### config.mk
export PLATFORM = sky130hd
export DESIGN_NAME = obj_coord_fetcher
export DESIGN_NICKNAME = d
export VERILOG_FILES = /design/src/rtl/obj_coord_fetcher_pkg.sv /design/src/rtl/obj_coord_fetcher_fetch_tag_pipe.sv /design/src/rtl/obj_coord_fetcher.sv
export SDC_FILE = /design/constraint.sdc
export NUM_CORES = 1
export LEC_CHECK = 0
export CAP_MARGIN = 40
export CORE_ASPECT_RATIO = 2
export CORE_MARGIN = 2
export CORE_UTILIZATION = 47
export DETAILED_ROUTE_END_ITERATION = 8
export PLACE_DENSITY = 0.75
export SYNTH_ARGS = -nofsm -noshare
export SYNTH_HDL_FRONTEND = slang
export SYNTH_SLANG_ARGS = --single-unit
### constraint.sdc
create_clock -name clk -period 1.6 [get_ports clk]
set_clock_uncertainty 0.05 [all_clocks]
set_input_delay 0.24 -clock clk [delete_from_list [all_inputs] [get_ports clk]]
set_output_delay 0.24 -clock clk [all_outputs]
set_load 0.01 [all_outputs]
### src/rtl/obj_coord_fetcher_pkg.sv
// Shared definitions for the object coordinate fetcher.
// Contents: FSM state encoding and the default location/spacing of the
// coordinate table in memory.
package obj_coord_fetcher_pkg;

  typedef enum logic [1:0] {
    ST_IDLE   = 2'd0,
    ST_FETCH  = 2'd1,
    ST_DRAIN  = 2'd2,
    ST_COMMIT = 2'd3
  } state_e;

  // Address of object 0's X word and the step between consecutive words.
  localparam int OCF_BASE_ADDR = 6000;
  localparam int OCF_STRIDE    = 4;

endpackage

### src/rtl/obj_coord_fetcher_fetch_tag_pipe.sv
// fetch_tag_pipe: DEPTH-stage delay line carrying a word index and its valid
// bit. It tracks each issued read address so that the returning data word
// can be steered into the right shadow register.
// Ports:
//   clk, reset        - clock, synchronous active-high reset (clears all tags)
//   in_vld, in_idx    - tag for the address presented this cycle
//   out_vld, out_idx  - the same tag, DEPTH cycles later
module fetch_tag_pipe
  import obj_coord_fetcher_pkg::*;
#(
  parameter int DEPTH = 1,
  parameter int IDX_W = 3
) (
  input  logic             clk,
  input  logic             reset,
  input  logic             in_vld,
  input  logic [IDX_W-1:0] in_idx,
  output logic             out_vld,
  output logic [IDX_W-1:0] out_idx
);

  logic [DEPTH-1:0] vld_q, vld_d;
  logic [IDX_W-1:0] idx_q [DEPTH];
  logic [IDX_W-1:0] idx_d [DEPTH];

  always_comb begin
    vld_d = '0;
    for (int i = 0; i < DEPTH; i++) begin
      idx_d[i] = '0;
    end
    vld_d[0] = in_vld;
    idx_d[0] = in_idx;
    for (int i = 1; i < DEPTH; i++) begin
      vld_d[i] = vld_q[i-1];
      idx_d[i] = idx_q[i-1];
    end
  end

  // Clearing the tags on reset is what stops data already in flight from
  // being written into the shadow registers after an aborted sweep.
  always_ff @(posedge clk) begin
    if (reset) begin
      vld_q <= '0;
      for (int i = 0; i < DEPTH; i++) begin
        idx_q[i] <= '0;
      end
    end else begin
      vld_q <= vld_d;
      idx_q <= idx_d;
    end
  end

  assign out_vld = vld_q[DEPTH-1];
  assign out_idx = idx_q[DEPTH-1];

endmodule

### src/rtl/obj_coord_fetcher.sv
// obj_coord_fetcher: on frame_start, sweeps the 2*NUM_OBJ coordinate words
// (X0,Y0,X1,Y1,...) out of a read-only memory into shadow registers, then
// copies them all to obj_x/obj_y in one cycle so no partial update is seen.
// Ports:
//   clk, reset     - clock, synchronous active-high reset
//   frame_start    - request a refresh (honoured only in IDLE)
//   mem_addr       - read address; mem_data returns READ_LAT cycles later
//   mem_data       - read data
//   obj_x, obj_y   - packed coordinates, object i at [i*WIDTH +: WIDTH]
//   coords_valid   - at least one refresh has been committed
//   busy           - sweep in progress (FETCH, DRAIN, COMMIT)
//   update_done    - one-cycle pulse when obj_x/obj_y take new values
//   overrun        - sticky: frame_start arrived while busy
module obj_coord_fetcher
  import obj_coord_fetcher_pkg::*;
#(
  parameter int WIDTH     = 16,
  parameter int ADDR_BITS = 16,
  parameter int NUM_OBJ   = 3,
  parameter int BASE_ADDR = OCF_BASE_ADDR,
  parameter int STRIDE    = OCF_STRIDE,
  parameter int READ_LAT  = 1
) (
  input  logic                     clk,
  input  logic                     reset,
  input  logic                     frame_start,
  output logic [ADDR_BITS-1:0]     mem_addr,
  input  logic [WIDTH-1:0]         mem_data,
  output logic [NUM_OBJ*WIDTH-1:0] obj_x,
  output logic [NUM_OBJ*WIDTH-1:0] obj_y,
  output logic                     coords_valid,
  output logic                     busy,
  output logic                     update_done,
  output logic                     overrun
);

  localparam int NWORDS = 2 * NUM_OBJ;
  localparam int IDX_W  = $clog2(NWORDS);
  localparam logic [IDX_W-1:0] LAST_IDX   = IDX_W'(NWORDS - 1);
  localparam logic [1:0]       LAST_DRAIN = 2'(READ_LAT - 1);

  state_e                   state_q, state_d;
  logic [IDX_W-1:0]         idx_q, idx_d;
  logic [1:0]               drain_q, drain_d;
  logic [WIDTH-1:0]         shadow_q [NWORDS];
  logic [WIDTH-1:0]         shadow_d [NWORDS];
  logic [NUM_OBJ*WIDTH-1:0] obj_x_q, obj_x_d;
  logic [NUM_OBJ*WIDTH-1:0] obj_y_q, obj_y_d;
  logic                     coords_valid_q, coords_valid_d;
  logic                     update_done_q, update_done_d;
  logic                     overrun_q, overrun_d;

  logic                     tag_vld;
  logic [IDX_W-1:0]         tag_idx;

  fetch_tag_pipe #(
    .DEPTH (READ_LAT),
    .IDX_W (IDX_W)
  ) u_tag_pipe (
    .clk     (clk),
    .reset   (reset),
    .in_vld  (state_q == ST_FETCH),
    .in_idx  (idx_q),
    .out_vld (tag_vld),
    .out_idx (tag_idx)
  );

  // Next-state logic: one word per FETCH cycle, then READ_LAT DRAIN cycles so
  // the last word lands before COMMIT.
  always_comb begin
    state_d = state_q;
    idx_d   = idx_q;
    drain_d = drain_q;
    case (state_q)
      ST_IDLE: begin
        if (frame_start) begin
          state_d = ST_FETCH;
          idx_d   = '0;
        end
      end
      ST_FETCH: begin
        if (idx_q == LAST_IDX) begin
          state_d = ST_DRAIN;
          drain_d = '0;
        end else begin
          idx_d = idx_q + IDX_W'(1);
        end
      end
      ST_DRAIN: begin
        if (drain_q == LAST_DRAIN) begin
          state_d = ST_COMMIT;
        end else begin
          drain_d = drain_q + 2'd1;
        end
      end
      ST_COMMIT: state_d = ST_IDLE;
      default:   state_d = ST_IDLE;
    endcase
  end

  // Address arithmetic is done in int and truncated, giving the modulo
  // 2^ADDR_BITS wrap for tables that straddle the top of the address space.
  always_comb begin
    mem_addr = ADDR_BITS'(BASE_ADDR);
    if (state_q == ST_FETCH) begin
      mem_addr = ADDR_BITS'(BASE_ADDR + int'(idx_q) * STRIDE);
    end
  end

  always_comb begin
    shadow_d       = shadow_q;
    obj_x_d        = obj_x_q;
    obj_y_d        = obj_y_q;
    coords_valid_d = coords_valid_q;
    update_done_d  = 1'b0;
    overrun_d      = overrun_q | (frame_start && (state_q != ST_IDLE));

    if (tag_vld) begin
      shadow_d[tag_idx] = mem_data;
    end

    // Even words are X, odd words are Y.
    if (state_q == ST_COMMIT) begin
      for (int o = 0; o < NUM_OBJ; o++) begin
        obj_x_d[o*WIDTH +: WIDTH] = shadow_q[2*o];
        obj_y_d[o*WIDTH +: WIDTH] = shadow_q[2*o+1];
      end
      coords_valid_d = 1'b1;
      update_done_d  = 1'b1;
    end
  end

  always_ff @(posedge clk) begin
    if (reset) begin
      state_q        <= ST_IDLE;
      idx_q          <= '0;
      drain_q        <= '0;
      obj_x_q        <= '0;
      obj_y_q        <= '0;
      coords_valid_q <= 1'b0;
      update_done_q  <= 1'b0;
      overrun_q      <= 1'b0;
      for (int i = 0; i < NWORDS; i++) begin
        shadow_q[i] <= '0;
      end
    end else begin
      state_q        <= state_d;
      idx_q          <= idx_d;
      drain_q        <= drain_d;
      obj_x_q        <= obj_x_d;
      obj_y_q        <= obj_y_d;
      coords_valid_q <= coords_valid_d;
      update_done_q  <= update_done_d;
      overrun_q      <= overrun_d;
      shadow_q       <= shadow_d;
    end
  end

  assign obj_x        = obj_x_q;
  assign obj_y        = obj_y_q;
  assign coords_valid = coords_valid_q;
  assign busy         = (state_q != ST_IDLE);
  assign update_done  = update_done_q;
  assign overrun      = overrun_q;

endmodule

# Word level (Yosys, flattened, before mapping)
# Cells that the tools add are included.
[word_totals]
reg_bits = 206
input_bits = 19
out_inout_bits = 116
elab_cells = 57
[op_classes]
addsub = 3
n_lt_le_gt_ge = 2
eq_ne = 9
mux = 15
n_bitwise = 2
n_reduce_logical = 10
[op_table]
columns = ["op", "n"]
rows = [
  ["$bwmux 96", 1],
  ["$demux 16 s3", 1],
  ["$mux 16", 1],
  ["$add 13x5->14 const A", 1],
  ["$mux 14", 1],
  ["$mux 2", 5],
  ["$ne 2x2->1 const B", 5],
  ["$reduce_and 3->1", 3],
  ["$pmux 2 s4", 1],
  ["$mux 3", 2],
  ["$pmux 3 s2", 1],
  ["$reduce_bool 2->1", 3],
  ["$eq 2x2->1 const B", 2],
  ["$ge 4x4->1 const B", 1],
  ["$logic_not 2->1", 2],
  ["$lt 4x1->1 const B", 1],
  ["$not 3->4", 1],
  ["$pmux 2 s2", 1],
  ["$add 3x1->3 const B", 1],
  ["$eq 3x3->1 const B", 1],
  ["$add 2x1->2 const B", 1],
  ["$eq 2x1->1 const B", 1],
  ["$logic_and 1x1->1", 2],
  ["$mux 1", 1],
  ["$or 1x1->1", 1],
]

# Depth between registers and ports, before layout
# Gate-level depths: netlist of run 1.
[depth]
depth_word = 6
mapped_depth = 6
ltp_nobuf = 5

# By module
# Synthesis of run 1 repeated with hierarchy kept, for this count alone.
[hier_totals]
cells_unflattened = 829
hier_area_um2 = 7611.0
[by_module_without_submodules]
columns = ["mod", "instances", "cells_each", "area_each_um2"]
rows = [
  ["obj_coord_fetcher", 1, 821, 7505.9],
  ["fetch_tag_pipe", 1, 8, 105.1],
]

# Worst setup path before layout of run 1
# No wires, ideal clock.
[synth_path]
path_type = "reg-to-reg"
from = "reg state_q[0]"
to = "reg idx_q[0]"
t_arrival_ns = 1.486
setup_slack_ns = -0.056
path_stages_with_launch = 6
path_buffers = 0
synth_period_minus_slack_ns = 1.656
cell_sequence = "dfxtp_1 -> inv_1 -> ha_1 -> nor2b_1 -> a311oi_1 -> mux2_2"
[synth_between]
elab_chain_cells = 3
elab_cells_between_ends = 7
[synth_rtl]
columns = ["item", "line_no", "text"]
rows = [
  ["from (decl)", "obj_coord_fetcher.sv:42", "state_e state_q, state_d;"],
  ["from (signal assigned)", "obj_coord_fetcher.sv:147", "state_q <= state_d;"],
  ["$eq 2x1->1 / $logic_not 2->1 (equally long branches)", "obj_coord_fetcher.sv:74", "case (state_q)"],
  ["$ne 2x2->1 (no source line) / $reduce_bool 2->1 (equally long branches)", "n/a", ""],
  ["$reduce_and 3->1 (no source line)", "n/a", ""],
  ["to (signal assigned)", "obj_coord_fetcher.sv:148", "idx_q <= idx_d;"],
  ["to (decl)", "obj_coord_fetcher.sv:43", "logic [IDX_W-1:0] idx_q, idx_d;"],
]
# Several ways; a longest one is shown, not always the timed one.
# A chain may end at the register's enable or synchronous reset.

# Worst setup path after layout of run 1
[layout_path]
from = "reg state_q[1]"
to = "out mem_addr[5]"
[layout_between]
elab_chain_cells = 2
[layout_rtl]
columns = ["item", "line_no", "text"]
rows = [
  ["$eq 2x1->1", "n/a", ""],
  ["via u_tag_pipe.in_vld", "obj_coord_fetcher_fetch_tag_pipe.sv:16", "input logic in_vld,"],
  ["$mux 14", "obj_coord_fetcher.sv:105", "if (state_q == ST_FETCH) begin"],
  ["to (decl)", "obj_coord_fetcher.sv:27", "output logic [ADDR_BITS-1:0] mem_addr,"],
]
# The timed path passes the listed nets, and every way through them passes these cells.

==> impl_metrics.csv, run 1 <==
group,metric,value,unit
outcome,status,"finished, violations left",
outcome,violations,"negative setup slack",
clock_tree,path_clk_slew,0.07,ns
yosys,ys_seq_elements,206,
placed_design,gp_congestion,0.742,
yosys,seq_area_frac_synth,0.546,
die,die_x,93.6,um
critical_path,r2r_start,"state_q[1]",
timing,setup_slack,-0.0520,ns
drt,num_vias,5932,
drt,wirelength,18600,um
global_route,grt_start_max_net_pins,105,
die,initial_core_util,0.479,
clock_tree,cts_root_buffer,"clkbuf_16",
worst_hold_path,whs_path_depth,2,
clock_tree,cts_tree,"yes",
final_layout,antenna_cells,0,
critical_path,rr_worst_depth,6,
drt,first_iter_violations,325,
critical_path,critPathKind,"flop to output pin",
pwr,ir_drop,0.000851,V
timing,max_freq,605,MHz
worst_hold_path,hold_end,"shadow_q[64]",
run,cap_violations,0,
yosys,syn_area_per_cell,9.11,um2
die,pin_count,135,
pwr,p_per_area,1200,mW/mm2
final_layout,drive_above_1_share,0.114,
global_route,grt_pass1_vias,5541,
drt,routed_via_density,5.08,
timing,setup_violations,8,
die,rows,65,
final_layout,final_nets,981,
worst_hold_path,hp-start,"shadow_q[64]",
clock_tree,cts_made_buffers,18,
clock_tree,clk_latency,0.47,ns
critical_path,cp-start-kind,"flop",
drt,wl_per_cell,16.0,um
final_layout,design_area,0.00978,mm2
worst_hold_path,hold_path.class,"flop to flop",
placed_design,hpwl,12000,um
yosys,synth_edf_count,0,
drt,firstDrtPassIters,4,
clock_tree,h-tree-depth,1,
timing,drv_slew,0,
final_layout,area_growth,29.5,%
yosys,synthesis.area,0.00755,mm2
timing,post-route-period-util,1.03,
drt,drc,0,
clock_tree,clock-sinks,206,
critical_path,crit_fanout,6,
drt,antenna_left,0,
yosys,ys.flop_type,"dfxtp_1",
final_layout,fin_util,0.620,
placed_design,dp_cells,1133,
pwr,leakage,3.89,nW
yosys,ys_warn_count,0,
clock_tree,clk_path_buf_depth,3,
critical_path,required,1.31,ns
global_route,grt-ovfl-total,0,
placed_design,dp_slack,-0.175,ns
critical_path,crit-reg2reg-capture,"idx_q[1]",
timing,period_needed,1.65,ns
die,core_area,0.0158,mm2
placed_design,io_buffers,124,
die,die_h,183,um
global_route,grt_usage,0.212,
placed_design,placed_area,0.00913,mm2
yosys,synth_cells,829,
global_route,grt_antenna_before_repair,0,
final_layout,instances_no_fill,1167,
critical_path,r2r_slack,-0.02,ns
timing,finalHoldViolCount,0,
critical_path,cp-end-kind,"output pin",
yosys,synthArstFlopShare,0,
yosys,ys_types,34,
critical_path,arrival,1.36,ns
die,dieArea,0.0172,mm2
global_route,grt_pass1_wl,28900,um
timing,rsz0062_at_grt,"true",
-- worst max-delay path by stage --
stage / startpoint / to / slack (ns)
after floorplan: state_q[1] / idx_q[0] / 0.01
after global placement: state_q[1] / idx_q[0] / -0.11
after detailed placement: state_q[1] / idx_q[1] / -0.18
after CTS: state_q[1] / mem_addr[5] / -0.09
after global routing: state_q[1] / mem_addr[6] / -0.1
final: state_q[1] / mem_addr[5] / -0.05
-- routing by layer --
metal  wire length [um]  GRT usage
met4                554     0.0771
met1               7430      0.251
met2               9960      0.388
met5                  0          0
met3                697     0.0251
-- where the power goes --
group	total [mW]	leakage (nW)	switching, mW	internal (mW)
registers	5.37	1.66	0.101	5.26
clock network	4.48	0.300	1.84	2.64
logic	1.91	1.93	0.990	0.919
-- worst max-delay path, stage by stage (launching register included) --
cell	delay, ns
dfxtp_2	0.33
inv_2	0.08
ha_4	0.19
nand2_4	0.06
buf_6	0.12
buf_6	0.11
-- state kept, by name, summed over array words and instances (netlist names) --
register and flops:
state_q 2, overrun 1, update_done 1, u_tag_pipe.out_idx 3
idx_q 3, coords_valid 1, u_tag_pipe.out_vld 1, obj_x 48
shadow_q 96, drain_q 2, obj_y 48
-- timing repair --
| action | CTS | global route |
|---|---|---|
| buffers inserted | 2 | 0 |
| gates cloned | 0 | 0 |
| pin swaps | 4 | 3 |
| hold buffers | 1 | 0 |
| gates resized for setup | 151 | 17 |
| setup endpoints to repair | 110 | 11 |
| endpoints found under the hold margin | 3 | 0 |
-- cells in the final DEF, fill, tap and decap left out, types with 5 or more instances in the layout --
| master | instances |
|---|---|
| buf_12 | 6 |
| nand2_1 | 192 |
| a21oi_1 | 101 |
| dlygate4sd2_1 | 99 |
| buf_6 | 12 |
| clkdlybuf4s50_1 | 17 |
| nor2b_1 | 5 |
| mux2i_1 | 96 |
| conb_1 | 10 |
| dfxtp_1 | 204 |
| buf_4 | 36 |
| nor2_1 | 103 |
| clkbuf_16 | 19 |
-- cells by family (layout without fill, tap and decap cells) --
logic type | count (synthesis) | count (layout) | share of synthesized area
flops | 206 | 206 | 0.546
compound gates | 110 | 110 | 0.0767
other cells | 2 | 10 | 0.000994
fa+ha+maj | 7 | 7 | 0.0116
simple gates | 326 | 326 | 0.181
mux | 98 | 98 | 0.130
buf+inv | 80 | 209 | 0.0533
-- final cells by class --
type,instances,area [um2]
inverters,7,28.8
flip-flops and latches,206,4130
fillers,1414,6000
well taps,201,251
repair buffers,171,1570
clock inverters,6,86.3
clock buffers,25,528
multi-input cells,551,3180
-- cells in the mapped netlist, types with 2 or more instances --
library cell | count | share of area
dfxtp_1 | 206 | 0.55
nand4bb_1 | 3 | 0.0045
mux2i_1 | 96 | 0.13
ha_1 | 7 | 0.012
and4b_1 | 2 | 0.0027
nor2_1 | 103 | 0.051
o31ai_1 | 3 | 0.0030
buf_4 | 16 | 0.016
and4bb_2 | 3 | 0.0050
nand2_1 | 193 | 0.096
buf_2 | 22 | 0.015
nand4b_1 | 3 | 0.0035
nor3_1 | 2 | 0.0013
a21oi_1 | 101 | 0.067
mux2_2 | 2 | 0.0030
a21bo_2 | 2 | 0.0027
clkbuf_2 | 6 | 0.0040
nor2b_1 | 7 | 0.0058
conb_1 | 2 | 0.00099
inv_1 | 7 | 0.0035
and2_1 | 3 | 0.0025
buf_1 | 3 | 0.0015
clkbuf_1 | 25 | 0.012
nand4_1 | 2 | 0.0017
-- metrics by stage --
stage | power [mW] | setup TNS (ns) | hold WS (ns)
2_1_floorplan | 6.48 | 0 | 0.326
3_3_place_gp | 7.04 | -0.705 | 0.392
3_5_place_dp | 7.07 | -1.07 | 0.397
4_1_cts | 11.7 | -0.306 | 0.406
5_1_grt | 12.2 | -0.676 | 0.421
6_report | 11.8 | -0.224 | 0.405
Power figures use the tool's default switching activity.
==> run 2, diff against run 1 <==
CORE_MARGIN = unset   (was 2)
CORE_UTILIZATION = 52   (was 47)
PLACE_DENSITY = 0.79   (was 0.75)
clock period = 1.8 ns   (was 1.6 ns; I/O delays follow)
==> run 2 against run 1 <==
Effect of this change:
- the flow finishes with violations (design-rule violations)
- global-route usage up 2.3 points
- final cell count decreased by 2.2%
- setup slack better by 0.076 ns
- non-clock buffer count is 18 lower
- routed wire length is 3.6% lower
- sequential cell count unchanged
- register-to-register slack better by 0.12 ns
- sequential power is 11% lower
- count of clock-buffer cells in the layout rose by 4
- critical endpoint is now mem_addr[2]
- largest cell class unchanged
==> impl_metrics.csv, run 2 (synthesis gave the netlist of run 1 again) <==
group,metric,value,unit
outcome,status,"finished, violations left",
outcome,violations,"design-rule violations",
placed_design,gp_congestion,0.761,
final_layout,final_common_cell,"dfxtp_1",
clock_tree,h-tree-depth,1,
critical_path,arrival,1.46,ns
final_layout,largest_reg_flops,96,
global_route,grt-ovfl-total,0,
timing,rsz0062_at_grt,"true",
placed_design,hpwl,11600,um
critical_path,rr_worst_depth,6,
die,dieArea,0.0150,mm2
timing,period_needed,1.78,ns
worst_hold_path,whs_path_depth,2,
critical_path,cp-end-kind,"output pin",
timing,max_freq,563,MHz
pwr,p_per_area,1060,mW/mm2
final_layout,final_nets,963,
timing,setup_violations,0,
drt,first_iter_violations,313,
pwr,ir_drop,0.000771,V
pwr,leakage,3.30,nW
clock_tree,clock-sinks,206,
drt,wirelength,18000,um
global_route,grt_pass1_wl,27500,um
die,core_area,0.0143,mm2
die,rows,62,
critical_path,cp-start-kind,"flop",
die,die_h,172,um
critical_path,r2r_start,"state_q[1]",
timing,finalHoldViolCount,0,
global_route,grt_pass1_vias,5394,
clock_tree,cts_tree,"yes",
drt,num_vias,5854,
final_layout,fin_util,0.675,
critical_path,required,1.48,ns
placed_design,dp_cells,1105,
clock_tree,holdBufCountCts,0,
drt,firstDrtPassIters,6,
drt,antenna_left,0,
critical_path,critPathKind,"flop to output pin",
clock_tree,path_clk_slew,0.07,ns
final_layout,instances_no_fill,1141,
die,die_x,87.2,um
critical_path,crit-reg2reg-capture,"idx_q[1]",
critical_path,setup.worst_path.start,"state_q[1]",
clock_tree,clk_path_buf_depth,3,
die,initial_core_util,0.529,
critical_path,crit_fanout,4,
global_route,grt_start_max_net_pins,93,
worst_hold_path,hp-start,"reset",
final_layout,final_cell_mix,"dfxtp_1 (204), nand2_1 (192), clkdlybuf4s50_1 (116)",
drt,wl_per_cell,15.7,um
timing,drv_slew,0,
global_route,grt_antenna_before_repair,0,
final_layout,drive_above_1_share,0.0843,
timing,fin_setup_tns,0,ns
final_layout,fill_cells,1153,
drt,routed_via_density,5.13,
clock_tree,cts_root_buffer,"clkbuf_16",
timing,setup_slack,0.0244,ns
die,pin_count,135,
run,cap_violations,0,
drt,drc,2,
final_layout,area_growth,27.6,%
placed_design,dp_slack,-0.0233,ns
final_layout,top_register,"shadow_q",
final_layout,antenna_cells,0,
worst_hold_path,hold_path.class,"input pin to flop",
global_route,grt_usage,0.235,
critical_path,r2r_slack,0.10,ns
clock_tree,cts_made_buffers,18,
timing,post-route-period-util,0.986,
placed_design,io_buffers,124,
worst_hold_path,hold_end,"overrun",
clock_tree,clk_latency,0.48,ns
## run 2: timing repair
action | 4_1_cts | 5_1_grt
endpoints found under the hold margin | 0 | 0
setup endpoints to repair | 9 | 10
gates resized for setup | 25 | 7
buffers inserted | 4 | 0
cloned | 0 | 0
pin swaps | 1 | 1
## run 2: metrics by stage
step	area [um2]	power, mW	hold slack [ns]
floorplan	7580	5.75	0.356
global placement	8960	6.17	0.391
detailed placement	8960	6.19	0.396
CTS	9630	10.2	0.0343
global route	9640	10.6	0.0437
finish	9640	10.2	0.0448
## run 2: routing by layer
layer  global-route usage  vias to the layer above  wire (um)
li1                     -                     2903          -
met1                0.274                     2757       7010
met2                0.419                      162       9320
met3               0.0382                       32        986
met4                0.102                        0        649
met5                    0                        -          0
## run 2: worst max path at each step
stage                        endpoint  slack (ns)  cells after the start
after CTS                 mem_addr[4]       0.005                      5
final                     mem_addr[2]        0.02                      5
after floorplan              idx_q[0]        0.14                      5
after detailed placement  mem_addr[7]       -0.02                      5
after global placement    mem_addr[7]        0.03                      5
after global routing             busy       -0.02                      4
## run 2: critical path, stage by stage (launching register included)
cell     delay (ns)
dfxtp_2        0.35
inv_2          0.07
ha_4           0.17
buf_6          0.12
and2_1         0.15
buf_2          0.13
## run 2: layout make-up
type | count | area (um2) | area share
sequential | 206 | 4130 | 0.428
multi-input combinational | 551 | 3110 | 0.323
timing repair buffer | 153 | 1510 | 0.157
clock buffer | 29 | 583 | 0.0605
tap | 192 | 240 | 0.0249
clock inverter | 3 | 40.0 | 0.00415
inverter | 7 | 26.3 | 0.00273
## run 2: where the power goes
part / switching, mW / internal (mW) / total (mW)
combinational: 0.781 / 0.684 / 1.46
clock: 1.58 / 2.36 / 3.94
sequential: 0.103 / 4.68 / 4.78
total: 2.47 / 7.72 / 10.2
==> run 3, diff against run 2 <==
HOLD_SLACK_MARGIN = 0.15   (was unset)
REMOVE_ABC_BUFFERS = 1   (was unset)
clock period = 1.78 ns   (was 1.8 ns; I/O delays follow)
==> run 3 against run 2 <==
Effect of this change:
- critical endpoint is now mem_addr[6]
- highest routed layer unchanged
- critical path type unchanged
- global-route usage is 0.49 points higher
- hold slack better by 0.36 ns
- final cell count is 0.70% lower
- via count is 0.36% higher
- final area is 1.5% lower
- the flow still finishes with violations (design-rule violations)
==> impl_metrics.csv, run 3 (synthesis gave the netlist of run 1 again) <==
group,metric,value,unit
worst_hold_path,whs_path_depth,2,
drt,wl_met3,829,um
drt,highest_layer,"met4",
worst_hold_path,hold_end,"shadow_q[71]",
critical_path,cp-end-kind,"output pin",
placed_design,gp_congestion,0.758,
pwr,p_comb_frac,0.139,
critical_path,r2r_start,"state_q[0]",
critical_path,path_buf_inv,2,
placed_design,placed_area,0.00892,mm2
die,initial_core_util,0.529,
die,core_area,0.0143,mm2
critical_path,path_cells,"inv_2 -> ha_4 -> nand2_1 -> dlygate4sd2_1",
critical_path,cp-start-kind,"flop",
final_layout,drive_above_1_share,0.0744,
run,cap_violations,0,
final_layout,antenna_cells,0,
die,die_x,87.2,um
timing,setup_violations,0,
die,dieArea,0.0150,mm2
global_route,grt_pass1_wl,27700,um
critical_path,crit_family,"buffers and inverters",
pwr,switching_share,0.248,
critical_path,required,1.46,ns
critical_path,arrival,1.46,ns
critical_path,rr_worst_depth,6,
timing,drv_slew,0,
drt,antenna_left,0,
pwr,p_per_area,1040,mW/mm2
drt,routed_via_density,5.19,
drt,first_iter_violations,328,
critical_path,cp_slowest_stage_delay,0.32,ns
drt,wl_per_cell,16.0,um
clock_tree,cts_tree,"yes",
timing,post-route-period-util,0.997,
final_layout,design_area,0.00949,mm2
global_route,grt_antenna_before_repair,0,
timing,fin_setup_tns,0,ns
pwr,p_switching,2.46,mW
die,die_h,172,um
global_route,grt_start_max_net_pins,97,
drt,wirelength,18100,um
clock_tree,path_clk_slew,0.06,ns
clock_tree,cts_root_buffer,"clkbuf_16",
timing,rsz0062_at_grt,"true",
clock_tree,cts_made_buffers,18,
die,rows,62,
pwr,p_int,7.46,mW
timing,relSlewSlack,0.644,
pwr,ir_drop,0.000868,V
worst_hold_path,hold_path.class,"flop to flop",
drt,num_vias,5875,
pwr,pwr-share-seq,0.488,
final_layout,largest_reg_flops,96,
clock_tree,clk_latency,0.48,ns
placed_design,io_buffers,124,
final_layout,final_cell_mix,"dfxtp_1 (204), nand2_1 (193), clkdlybuf4s50_1 (116)",
final_layout,fill_cells,1186,
outcome,status,"finished, violations left",
final_layout,top_register,"shadow_q",
drt,drc,1,
timing,whs,0.404,ns
timing,max_freq,563,MHz
critical_path,crit-reg2reg-capture,"state_q[1]",
clock_tree,clk_path_buf_depth,3,
final_layout,area_growth,25.7,%
critical_path,critPathKind,"flop to output pin",
pwr,leakage,3.21,nW
final_layout,final_common_cell,"dfxtp_1",
critical_path,critPathSlowestCell,"dfxtp_2",
timing,period_needed,1.77,ns
pwr,p_clk_frac,0.373,
global_route,grt-ovfl-total,0,
critical_path,crit_fanout,6,
timing,tightest_slew,0.533,ns
outcome,violations,"design-rule violations",
placed_design,hpwl,11800,um
global_route,grt_usage,0.240,
clock_tree,h-tree-depth,1,
timing,finalHoldViolCount,0,
worst_hold_path,hp-start,"shadow_q[71]",
drt,met2_wirelength,9560,um
drt,firstDrtPassIters,9,
die,pin_count,135,
clock_tree,clock-sinks,206,
drt,wl_met1,6850,um
critical_path,r2r_slack,0.07,ns
global_route,grt_pass1_vias,5480,
final_layout,final_nets,959,
==> run 3: cell types whose count changed in the layout (fill, tap and decap cells not counted), moves of 2 or more <==
cell,change
buf_12,-2
buf_2,-2
buf_4,-2
clkbuf_2,+2
clkbuf_8,-3
==> run 3: worst max-delay path by stage <==
stage / endpoint / startpoint / slack (ns) / cells after the start
after floorplan: obj_x[0] / state_q[0] / -2.43 / 3
after global placement: idx_q[1] / frame_start / 0.01 / 4
after detailed placement: state_q[1] / state_q[1] / -0.002 / 6
after CTS: mem_addr[6] / state_q[1] / 0.004 / 4
after global routing: mem_addr[6] / state_q[1] / -0.05 / 4
final: mem_addr[6] / state_q[1] / 0.005 / 4
==> run 3: layout make-up <==
cell class                 count  area (um2)  share of cell area
inverter                       7        26.3             0.00277
sequential                   206        4130               0.435
tap                          192         240              0.0253
timing repair buffer         149        1460               0.153
clock inverter                 3        15.0             0.00158
multi-input combinational    551        3090               0.325
clock buffer                  25         538              0.0567
==> run 3: power groups by stage <==
stage                     logic, mW  registers (mW)  clock network [mW]
after global placement         1.32            4.92                   0
after detailed placement       1.34            4.93                   0
after floorplan               0.858            4.91                   0
final                          1.38            4.84                3.70
after CTS                      1.36            4.84                3.76
after global routing           1.49            4.85                3.93
==> run 3: metal layers <==
metal | track usage | up-vias
li1 | - | 2893
met1 | 0.267 | 2753
met2 | 0.443 | 173
met3 | 0.0320 | 56
met4 | 0.113 | 0
met5 | 0 | -
==> run 3: worst min-delay path, stage by stage (launching register included) <==
cell     delay, ns
dfxtp_1       0.31
nand2_1       0.05
a21oi_1       0.05
==> run 3: per-stage QoR <==
step | std cells | total power [mW] | util | setup slack, ns
after floorplan | 764 | 5.77 | - | -2.43
after global placement | 1103 | 6.24 | 0.625 | 0.0131
after detailed placement | 1103 | 6.27 | 0.625 | -0.00225
after CTS | 1132 | 9.95 | 0.666 | 0.00366
after global routing | 1133 | 10.3 | 0.665 | -0.0535
final | 1133 | 9.92 | 0.665 | 0.00527
==> run 3: what timing repair did <==
| item | CTS | global route |
|---|---|---|
| hold endpoints to repair | 26 | 0 |
| gates cloned | 0 | 0 |
| hold buffers | 1 | 0 |
| setup endpoints to repair | 8 | 9 |
| setup buffers | 0 | 1 |
| resized for setup | 17 | 7 |
